===== config.mk =====
export PLATFORM = sky130hd
export DESIGN_NAME = approx_mult_accumulator_flat
export DESIGN_NICKNAME = d
export VERILOG_FILES = /design/src/rtl/approx_mult_accumulator_if.sv /design/src/rtl/approx_mult_accumulator.sv /design/src/flat_wrapper.sv
export SDC_FILE = /design/constraint.sdc
export NUM_CORES = 1
export LEC_CHECK = 0
export ABC_AREA = 1
export BUFFER_PORTS_ARGS = -buffer_cell sky130_fd_sc_hd__buf_2
export CORE_MARGIN = 1.5
export CORE_UTILIZATION = 52
export CTS_CLUSTER_SIZE = 12
export DETAILED_ROUTE_END_ITERATION = 16
export PLACE_DENSITY = 0.76
export SYNTH_ARGS = -nofsm -noshare
export SYNTH_HDL_FRONTEND = slang
export SYNTH_SLANG_ARGS = --single-unit

===== constraint.sdc =====
create_clock -name clk -period 3.7 [get_ports clk]
set_input_delay 0 -clock clk [delete_from_list [all_inputs] [get_ports clk]]
set_output_delay 0 -clock clk [all_outputs]
set_load 0.05 [all_outputs]

===== src/rtl/approx_mult_accumulator_if.sv =====
// Valid/ready stream bundle between the approximate multiplier, the frame
// accumulator and the consumer of frame results.
interface approx_mult_accumulator_if #(
  parameter int PW = 33,
  parameter int AW = 40
);
  logic          in_valid;
  logic          in_ready;
  logic [PW-1:0] in_prod;
  logic          out_valid;
  logic          out_ready;
  logic [AW-1:0] out_sum;
  logic          out_ovf;

  modport master (
    output in_valid, in_prod, out_ready,
    input  in_ready, out_valid, out_sum, out_ovf
  );

  modport slave (
    input  in_valid, in_prod, out_ready,
    output in_ready, out_valid, out_sum, out_ovf
  );
endinterface


===== src/rtl/approx_mult_accumulator.sv =====
// Frame accumulator for the approximate multiplier: sums FRAME_LEN unsigned
// products with saturation and presents each frame total on a held output.
module approx_mult_accumulator #(
  parameter int PW        = 33,
  parameter int AW        = 40,
  parameter int FRAME_LEN = 16,
  parameter int CW        = 16
) (
  input  logic                         clk,
  input  logic                         rst_n,
  input  logic                         clear,
  approx_mult_accumulator_if.slave     bus,
  output logic                         busy
);

  typedef enum logic [1:0] {
    IDLE  = 2'd0,
    ACCUM = 2'd1,
    HOLD  = 2'd2
  } state_t;

  localparam logic [CW-1:0] LAST_CNT = CW'(FRAME_LEN - 1);

  state_t        state;
  logic [AW-1:0] acc;
  logic [CW-1:0] cnt;
  logic          ovf;

  logic          in_ready_q;
  logic          out_valid_q;
  logic [AW-1:0] out_sum_q;
  logic          out_ovf_q;
  logic          busy_q;

  logic          accept;
  logic          last_beat;
  logic [PW-1:0] prod;
  logic [AW:0]   nsum;
  logic          beat_ovf;
  logic [AW-1:0] sat_sum;

  // clear wins over a beat in the same cycle, so the beat is simply not taken.
  assign accept    = bus.in_valid && in_ready_q && !clear;
  assign last_beat = (cnt == LAST_CNT);

  // NOTE: the product is masked to zero unless accepted, so an undriven
  // in_prod between beats can never leak X into the adder or the state.
  assign prod      = accept ? bus.in_prod : '0;
  assign nsum      = {1'b0, acc} + {{(AW + 1 - PW){1'b0}}, prod};
  assign beat_ovf  = nsum[AW];
  assign sat_sum   = beat_ovf ? {AW{1'b1}} : nsum[AW-1:0];

  // NOTE: all state lives in one clocked block using non-blocking
  // assignments; every register, including the result, has a reset value.
  always_ff @(posedge clk or negedge rst_n) begin
    if (!rst_n) begin
      state       <= IDLE;
      acc         <= '0;
      cnt         <= '0;
      ovf         <= 1'b0;
      in_ready_q  <= 1'b1;
      out_valid_q <= 1'b0;
      out_sum_q   <= '0;
      out_ovf_q   <= 1'b0;
      busy_q      <= 1'b0;
    end else begin
      unique case (state)
        IDLE, ACCUM: begin
          if (clear) begin
            acc        <= '0;
            cnt        <= '0;
            ovf        <= 1'b0;
            state      <= IDLE;
            busy_q     <= 1'b0;
            in_ready_q <= 1'b1;
          end else if (accept) begin
            if (last_beat) begin
              out_sum_q   <= sat_sum;
              out_ovf_q   <= ovf | beat_ovf;
              out_valid_q <= 1'b1;
              acc         <= '0;
              cnt         <= '0;
              ovf         <= 1'b0;
              state       <= HOLD;
              busy_q      <= 1'b0;
              in_ready_q  <= 1'b0;
            end else begin
              acc    <= sat_sum;
              ovf    <= ovf | beat_ovf;
              cnt    <= cnt + CW'(1);
              state  <= ACCUM;
              busy_q <= 1'b1;
            end
          end
        end

        // A completed result is never dropped: clear is ignored while held.
        HOLD: begin
          if (bus.out_ready) begin
            out_valid_q <= 1'b0;
            state       <= IDLE;
            in_ready_q  <= 1'b1;
          end
        end

        default: begin
          state       <= IDLE;
          acc         <= '0;
          cnt         <= '0;
          ovf         <= 1'b0;
          out_valid_q <= 1'b0;
          busy_q      <= 1'b0;
          in_ready_q  <= 1'b1;
        end
      endcase
    end
  end

  assign bus.in_ready  = in_ready_q;
  assign bus.out_valid = out_valid_q;
  assign bus.out_sum   = out_sum_q;
  assign bus.out_ovf   = out_ovf_q;
  assign busy          = busy_q;

endmodule

===== src/flat_wrapper.sv =====
// flat-port wrapper written by rule: the top's interface ports become plain ports
module approx_mult_accumulator_flat 
#(
  parameter int PW        = 33,
  parameter int AW        = 40,
  parameter int FRAME_LEN = 16,
  parameter int CW        = 16
)
  (clk, rst_n, clear, busy, bus_in_valid, bus_in_prod, bus_out_ready, bus_in_ready, bus_out_valid, bus_out_sum, bus_out_ovf);
  approx_mult_accumulator_if #(.PW(PW), .AW(AW)) bus_i ();
  input  logic clk;
  input  logic rst_n;
  input  logic clear;
  output logic busy;
  input wire logic [$bits(bus_i.in_valid)-1:0] bus_in_valid;
  input wire logic [$bits(bus_i.in_prod)-1:0] bus_in_prod;
  input wire logic [$bits(bus_i.out_ready)-1:0] bus_out_ready;
  output wire logic [$bits(bus_i.in_ready)-1:0] bus_in_ready;
  output wire logic [$bits(bus_i.out_valid)-1:0] bus_out_valid;
  output wire logic [$bits(bus_i.out_sum)-1:0] bus_out_sum;
  output wire logic [$bits(bus_i.out_ovf)-1:0] bus_out_ovf;
  assign bus_i.in_valid = bus_in_valid;
  assign bus_i.in_prod = bus_in_prod;
  assign bus_i.out_ready = bus_out_ready;
  assign bus_in_ready = bus_i.in_ready;
  assign bus_out_valid = bus_i.out_valid;
  assign bus_out_sum = bus_i.out_sum;
  assign bus_out_ovf = bus_i.out_ovf;
  approx_mult_accumulator #(.PW(PW), .AW(AW), .FRAME_LEN(FRAME_LEN), .CW(CW)) u_core (.clk(clk), .rst_n(rst_n), .clear(clear), .bus(bus_i), .busy(busy));
endmodule

==> reports/qor.yml, run 1 <==
crit_required_ns: 4.00
cp_cell_sequence: "nand3b_4, nor2_1, ha_1, fa_1, nand3_1, nand3_2, nand2_1, nand2_2, nand2_1, nand3_2, nand2_2, nand2_4, inv_4, nand3_1, nand2_1, nand2_1"
numPortBuffers: 81
holdPathStages: 6
clk_path_buf_depth: 2
gr-total-overflow: 0
cts_tree: "built"
fin_crit_sh_pct: 86.9
timing.fmax_ghz: 0.311
cp.buffers_inverters: 1
ant_nets: 0
end_kind: "register"
synth_cell_types: 38
rr_worst_depth: 16
worst_path_most_repeated_cell: "nand2_1"
synth_area_per_cell_um2: 6.34
fin_skew_ns: 0.00805
dp_hpwl_um: 15600
yosys.area.top_type: "dfrtp_1"
syn2layout_area_growth_pct: 11.0
tightest_slew_ns: 1.03
antenna_cells: 0
die_w_um: 124
cts_buffers: 9
synth.area.top_cells: "dfrtp_1 (34%), nand2_1 (24%), inv_1 (9.8%)"
drtPass1Iterations: 5
status: "complete, no violations"
initial_core_util_pct: 53.9
via_per_inst: 5.00
setup_viol: 0
finalHoldViolCount: 0
root_buffer: "clkbuf_16"
drive_gt1_share_pct: 9.68
rsz0062_at_grt: "false"
layout.nets: 1340
routabilityCongestion: 1.00
timing.rr.end: "u_core.acc[33]"
crit_fanout: 36
ioPinCount: 82
cts_num_sinks: 103
wl_um: 20200
crit_type: "reg -> reg"
die_y_um: 124
critical_path_arrival_ns: 3.52
fp-row-count: 43
syn_area_mm2: 0.00756
dr.first_iter.drc_count: 451
fp.dieArea_mm2: 0.0153
worstHoldStart: "bus_in_prod[0]"
htreeDepth: 3
yosysSeqAreaShare_pct: 34.1
route.detailed.drc: 0
synth_seq_cells: 103
slowest_delay_ns: 0.57
wl_per_cell_um: 13.9
tns_ns: 0
start_kind: "register"
grt_pass1_vias: 6811
peakVddDrop_uv: 290
period_minus_slack_ns: 3.22
powerDensity_mw_per_mm2: 313
crit_path_start: "u_core.bus.in_ready"
via_count: 7254
track_usage_pct: 27.9
cap_viol_max_count: 0
grt_max_degree: 75
yosysWarnings: 0
fin_util_pct: 59.8
syn_inst: 1193
r2r_slack_ns: 0.48
post-cts-setup-buffers: 0
grt_pass1_wl_um: 32900
synth_top_area_share_pct: 33.8
cp_top_family: "simple AND/OR/NAND/NOR gates"
slowest_stage: "dfstp_2"
r2r-start: "u_core.bus.in_ready"
whs_endpoint: "u_core.acc[0]"
path_clk_slew_ns: 0.07
worstSkewPairLatency_ns: 0.36
p_leak_nw: 5.07
final_common_cell: "nand2_1"
cts_resized: 0
antenna_found_initial: 0
most-common-layout-cells: "nand2_1 (480), inv_1 (198), nor2_1 (129)"
slew_headroom_pct: 31.2
hp-class: "in -> reg"
syn-num-nets: 1266
final_max_slew_viol_count: 0
core_area_mm2: 0.0140
-- Yosys cell counts --
cell type and count:
o22ai_1 9, a22o_1 1, nor2_2 3, buf_2 10, nand3b_4 1, xnor2_1 9
clkbuf_2 2, nand2_2 8, nand3_2 3, nand4_1 6, nand2_1 480, buf_1 3
xor2_1 22, a2bb2oi_1 1, nor2_1 129, dfstp_2 1, nor3_1 12, inv_4 1
o21ai_0 31, inv_1 198, nand2_4 1, nor2_4 1, ha_1 34, nor3_2 1
buf_4 1, nand3_1 40, o21bai_1 2, nor3b_1 1, buf_6 7, dfrtp_1 102
o21ai_1 34, fa_1 1, clkbuf_1 2, nor3_4 1, a21oi_1 28, and2_1 3
inv_2 2, nor4_1 2
-- timing repair --
item                                    4_1_cts  5_1_grt
hold buffers                                  3        0
endpoints found under the hold margin        75        0
endpoints found under the setup margin        0        0
-- worst reg2reg max path: stages (launching register included) --
cell and delay [ns]:
dfstp_2 0.57, nand3b_4 0.41, nor2_1 0.27, ha_1 0.25, fa_1 0.24, nand3_1 0.12, nand3_2 0.11, nand2_1 0.07
nand2_2 0.11, nand2_1 0.08, nand3_2 0.13, nand2_2 0.08, nand2_4 0.27, inv_4 0.17, nand3_1 0.15, nand2_1 0.06
nand2_1 0.06
-- per-stage QoR --
step / total power [W] / setup slack (ns) / hold slack, ns / area, um^2 / cells
3_3_place_gp: 0.00164 / 0.533 / 0.192 / 8060 / 1433
2_1_floorplan: 0.00151 / 1.03 / -0.296 / 7560 / 1193
3_5_place_dp: 0.00165 / 0.495 / 0.198 / 8060 / 1433
4_1_cts: 0.00265 / 0.463 / 0.187 / 8390 / 1451
6_report: 0.00262 / 0.484 / 0.183 / 8390 / 1451
5_1_grt: 0.00274 / 0.233 / 0.228 / 8390 / 1451
-- cell families (layout without fill, tap and decap cells) --
kind of cell | Yosys count | count (layout) | synth area share, %
AO/OA/AOI/OAI | 106 | 106 | 7.33
XOR/XNOR | 31 | 31 | 3.59
adder cells (fa/ha/maj) | 35 | 35 | 5.89
buffers and inverters | 226 | 304 | 12.2
flip-flops | 103 | 103 | 34.1
AND/OR/NAND/NOR | 692 | 692 | 36.9
-- report_power, final --
group,switching [W],internal [W]
combinational,0.000284,0.000144
sequential,0.0000319,0.00117
clock,0.000459,0.000534
total,0.000775,0.00185
-- registers in the layout, summed over array words and instances, names as in the netlist --
register,cells
u_core.bus.out_sum,40
u_core.busy,1
u_core.state,2
u_core.ovf,1
u_core.bus.out_valid,1
u_core.bus.in_ready,1
u_core.acc,40
u_core.bus.out_ovf,1
u_core.cnt,16
-- per-layer routing --
metal | part of all wire [%] | track usage (%) | up-vias
met5 | 0 | 0 | -
li1 | - | - | 3761
met1 | 47 | 38.2 | 3292
met3 | 5.3 | 3.94 | 21
met4 | 1.5 | 8.12 | 0
met2 | 46 | 46.0 | 180
-- worst max path at each step --
| stage | to | cells after the start |
|---|---|---|
| floorplan | u_core.bus.out_sum[37] | 17 |
| detailed placement | u_core.acc[33] | 16 |
| CTS | u_core.acc[33] | 16 |
| finish | u_core.acc[33] | 16 |
| global route | u_core.bus.out_sum[38] | 15 |
| global placement | u_core.bus.out_sum[21] | 16 |
-- area by class of cell --
| class | instances | area (um^2) |
|---|---|---|
| Multi-Input combinational cell | 864 | 4060 |
| Tap cell | 180 | 225 |
| Timing Repair Buffer | 88 | 468 |
| Sequential cell | 103 | 2580 |
| Clock inverter | 6 | 76.3 |
| Clock buffer | 9 | 225 |
| Inverter | 201 | 757 |
| Fill cell | 1410 | 5650 |
Power figures use the tool's default switching activity.
==> inputs of run 2 (changes only) <==
Settings changed: CORE_ASPECT_RATIO from default to 0.75.
==> run 2 against run 1 <==
Net effect: critical path depth rose by 2; fmax rose by 0.75%; via count rose by 0.36%; cell area rose by 0.28%; clock power fell by 2.2%; die area barely moved; routed wire length rose by 2.6%; global-route usage rose by 0.69 points; first-iteration DRC count rose by 27%; final cell count rose by 1.2%; sequential share of layout area fell by 0.087 points; critical path type unchanged; critical endpoint is now u_core.acc[36]; highest routed layer unchanged.
==> reports/qor.yml, run 2 (synthesis results as in run 1) <==
drtPass1Iterations: 5  # unchanged
routabilityCongestion: 0.973  # -2.8%
powerDensity_mw_per_mm2: 309  # -1.0%
final_common_cell: "nand2_1"
root_buffer: "clkbuf_16"
track_usage_pct: 28.6  # +0.69 points
wl_um: 20700  # +2.6%
ant_nets: 0  # unchanged
gr-total-overflow: 0  # unchanged
end_kind: "register"
cts_tree: "built"
p_leak_nw: 5.08  # +0.13%
slew_headroom_pct: 34.0  # +2.8 points
critical_path_arrival_ns: 3.45  # -0.07 ns
crit_type: "reg -> reg"
setup_viol: 0  # unchanged
antenna_cells: 0  # unchanged
start_kind: "register"
htreeDepth: 3  # unchanged
post-cts-setup-buffers: 0  # unchanged
whs_endpoint: "u_core.state[0]"
numPortBuffers: 81  # unchanged
worstHoldStart: "clear"
final_max_slew_viol_count: 0  # unchanged
die_y_um: 107  # -13%
cp_cell_sequence: "nand3b_4, buf_4, nor2_1, ha_1, nand2_1, inv_1, nand2_1, nand2_1, inv_1, nand2_1, nand2_1, nand3_2, nand2_2, nand2_4, inv_4, nand3_1, nand2_1, nand2_1"
tightest_slew_ns: 0.989  # -0.0420 ns
clk_path_buf_depth: 2  # unchanged
r2r-start: "u_core.bus.in_ready"
crit_fanout: 31  # -14%
stdcell_area_mm2: 0.00842  # +0.28%
layout.nets: 1341  # +0.075%
cap_viol_max_count: 0  # unchanged
tns_ns: 0  # unchanged
ioPinCount: 82  # unchanged
fp-row-count: 37  # -14%
drive_gt1_share_pct: 9.90  # +0.22 points
route.detailed.drc: 0  # unchanged
fp.dieArea_mm2: 0.0153  # about the same
cts_buffers: 9  # unchanged
grt_pass1_vias: 6686  # -1.8%
crit_required_ns: 3.96  # -0.04 ns
fin_util_pct: 60.4  # +0.63 points
syn2layout_area_growth_pct: 11.3
via_count: 7280  # +0.36%
timing.fmax_ghz: 0.313  # +0.75%
r2r_slack_ns: 0.51  # +0.02 ns
most-common-layout-cells: "nand2_1 (480), inv_1 (198), nor2_1 (129)"
fin_crit_sh_pct: 86.3  # -0.65 points
antenna_found_initial: 0  # unchanged
period_minus_slack_ns: 3.19  # -0.0240 ns
holdPathStages: 4  # -2
place_area_mm2: 0.00809  # +0.42%
hp-class: "in -> reg"
cts_num_sinks: 103  # unchanged
grt_max_degree: 51  # -32%
worstSkewPairLatency_ns: 0.36  # about the same
status: "complete, no violations"
fin_skew_ns: 0.0126  # +0.00457 ns
rsz0062_at_grt: "false"
grt_pass1_wl_um: 33700  # +2.3%
peakVddDrop_uv: 223  # -23%
core_area_mm2: 0.0139  # -0.77%
finalHoldViolCount: 0  # unchanged
dr.first_iter.drc_count: 573  # +27%
rr_worst_depth: 18  # +2
slowest_delay_ns: 0.56  # about the same
timing.rr.end: "u_core.acc[36]"
slowest_stage: "dfstp_2"
path_clk_slew_ns: 0.07  # about the same
die_w_um: 142  # +15%
worst_path_most_repeated_cell: "nand2_1"
initial_core_util_pct: 54.3  # +0.42 points
via_per_inst: 4.96  # -0.80%
dp_hpwl_um: 16300  # +4.0%
wl_per_cell_um: 14.1  # +1.4%
-- run 2: timing repair --
item,CTS,global route
hold endpoints to repair,28,0
hold buffers,2,0
resized for setup,0,0
-- run 2: worst max-delay path by stage --
stage	from	end	slack, ns	depth (start not counted)
after floorplan	u_core.bus.in_ready	u_core.bus.out_sum[37]	1.03	17
after global placement	u_core.bus.in_ready	u_core.bus.out_sum[22]	0.63	18
after detailed placement	u_core.bus.in_ready	u_core.acc[36]	0.52	18
after CTS	u_core.bus.in_ready	u_core.acc[36]	0.52	18
after global routing	u_core.bus.in_ready	u_core.bus.out_sum[39]	0.21	18
final	u_core.bus.in_ready	u_core.acc[36]	0.51	18
-- run 2: metrics by stage --
step | setup slack, ns | hold WS, ns | cells | total power [W]
3_5_place_dp | 0.521 | -0.0640 | 1450 | 0.00165
5_1_grt | 0.210 | 0.0983 | 1468 | 0.00272
4_1_cts | 0.516 | 0.0494 | 1468 | 0.00262
6_report | 0.508 | 0.0680 | 1468 | 0.00260
2_1_floorplan | 1.03 | -0.296 | 1193 | 0.00151
3_3_place_gp | 0.632 | -0.0656 | 1450 | 0.00164
-- run 2: power breakdown --
group          internal, W  total, W  switching [W]
Combinational     0.000145  0.000429       0.000284
Clock             0.000508  0.000971       0.000463
Sequential         0.00117   0.00120      0.0000333
Total              0.00182   0.00260       0.000780
-- run 2: layout make-up --
cell class                      count  area (um^2)
Clock inverter                      5         48.8
Fill cell                        1375         5520
Timing Repair Buffer               89          473
Sequential cell                   103         2580
Inverter                          201          757
Tap cell                          195          244
Clock buffer                       11          253
Multi-Input combinational cell    864         4060
-- run 2: per-layer routing --
metal	vias up	track usage [%]	part of all wire, %
met5	-	0	0
met3	13	4.94	7.1
li1	3755	-	-
met1	3275	43.1	51
met2	237	43.1	41
met4	0	5.23	0.75
-- run 2: critical path: cells and delay by family (launching register included) --
family	cells	cell delay [ns]
buffers and inverters	4	0.71
adders and majority gates	1	0.27
and+or+nand+nor	13	1.51
DFF	1	0.56
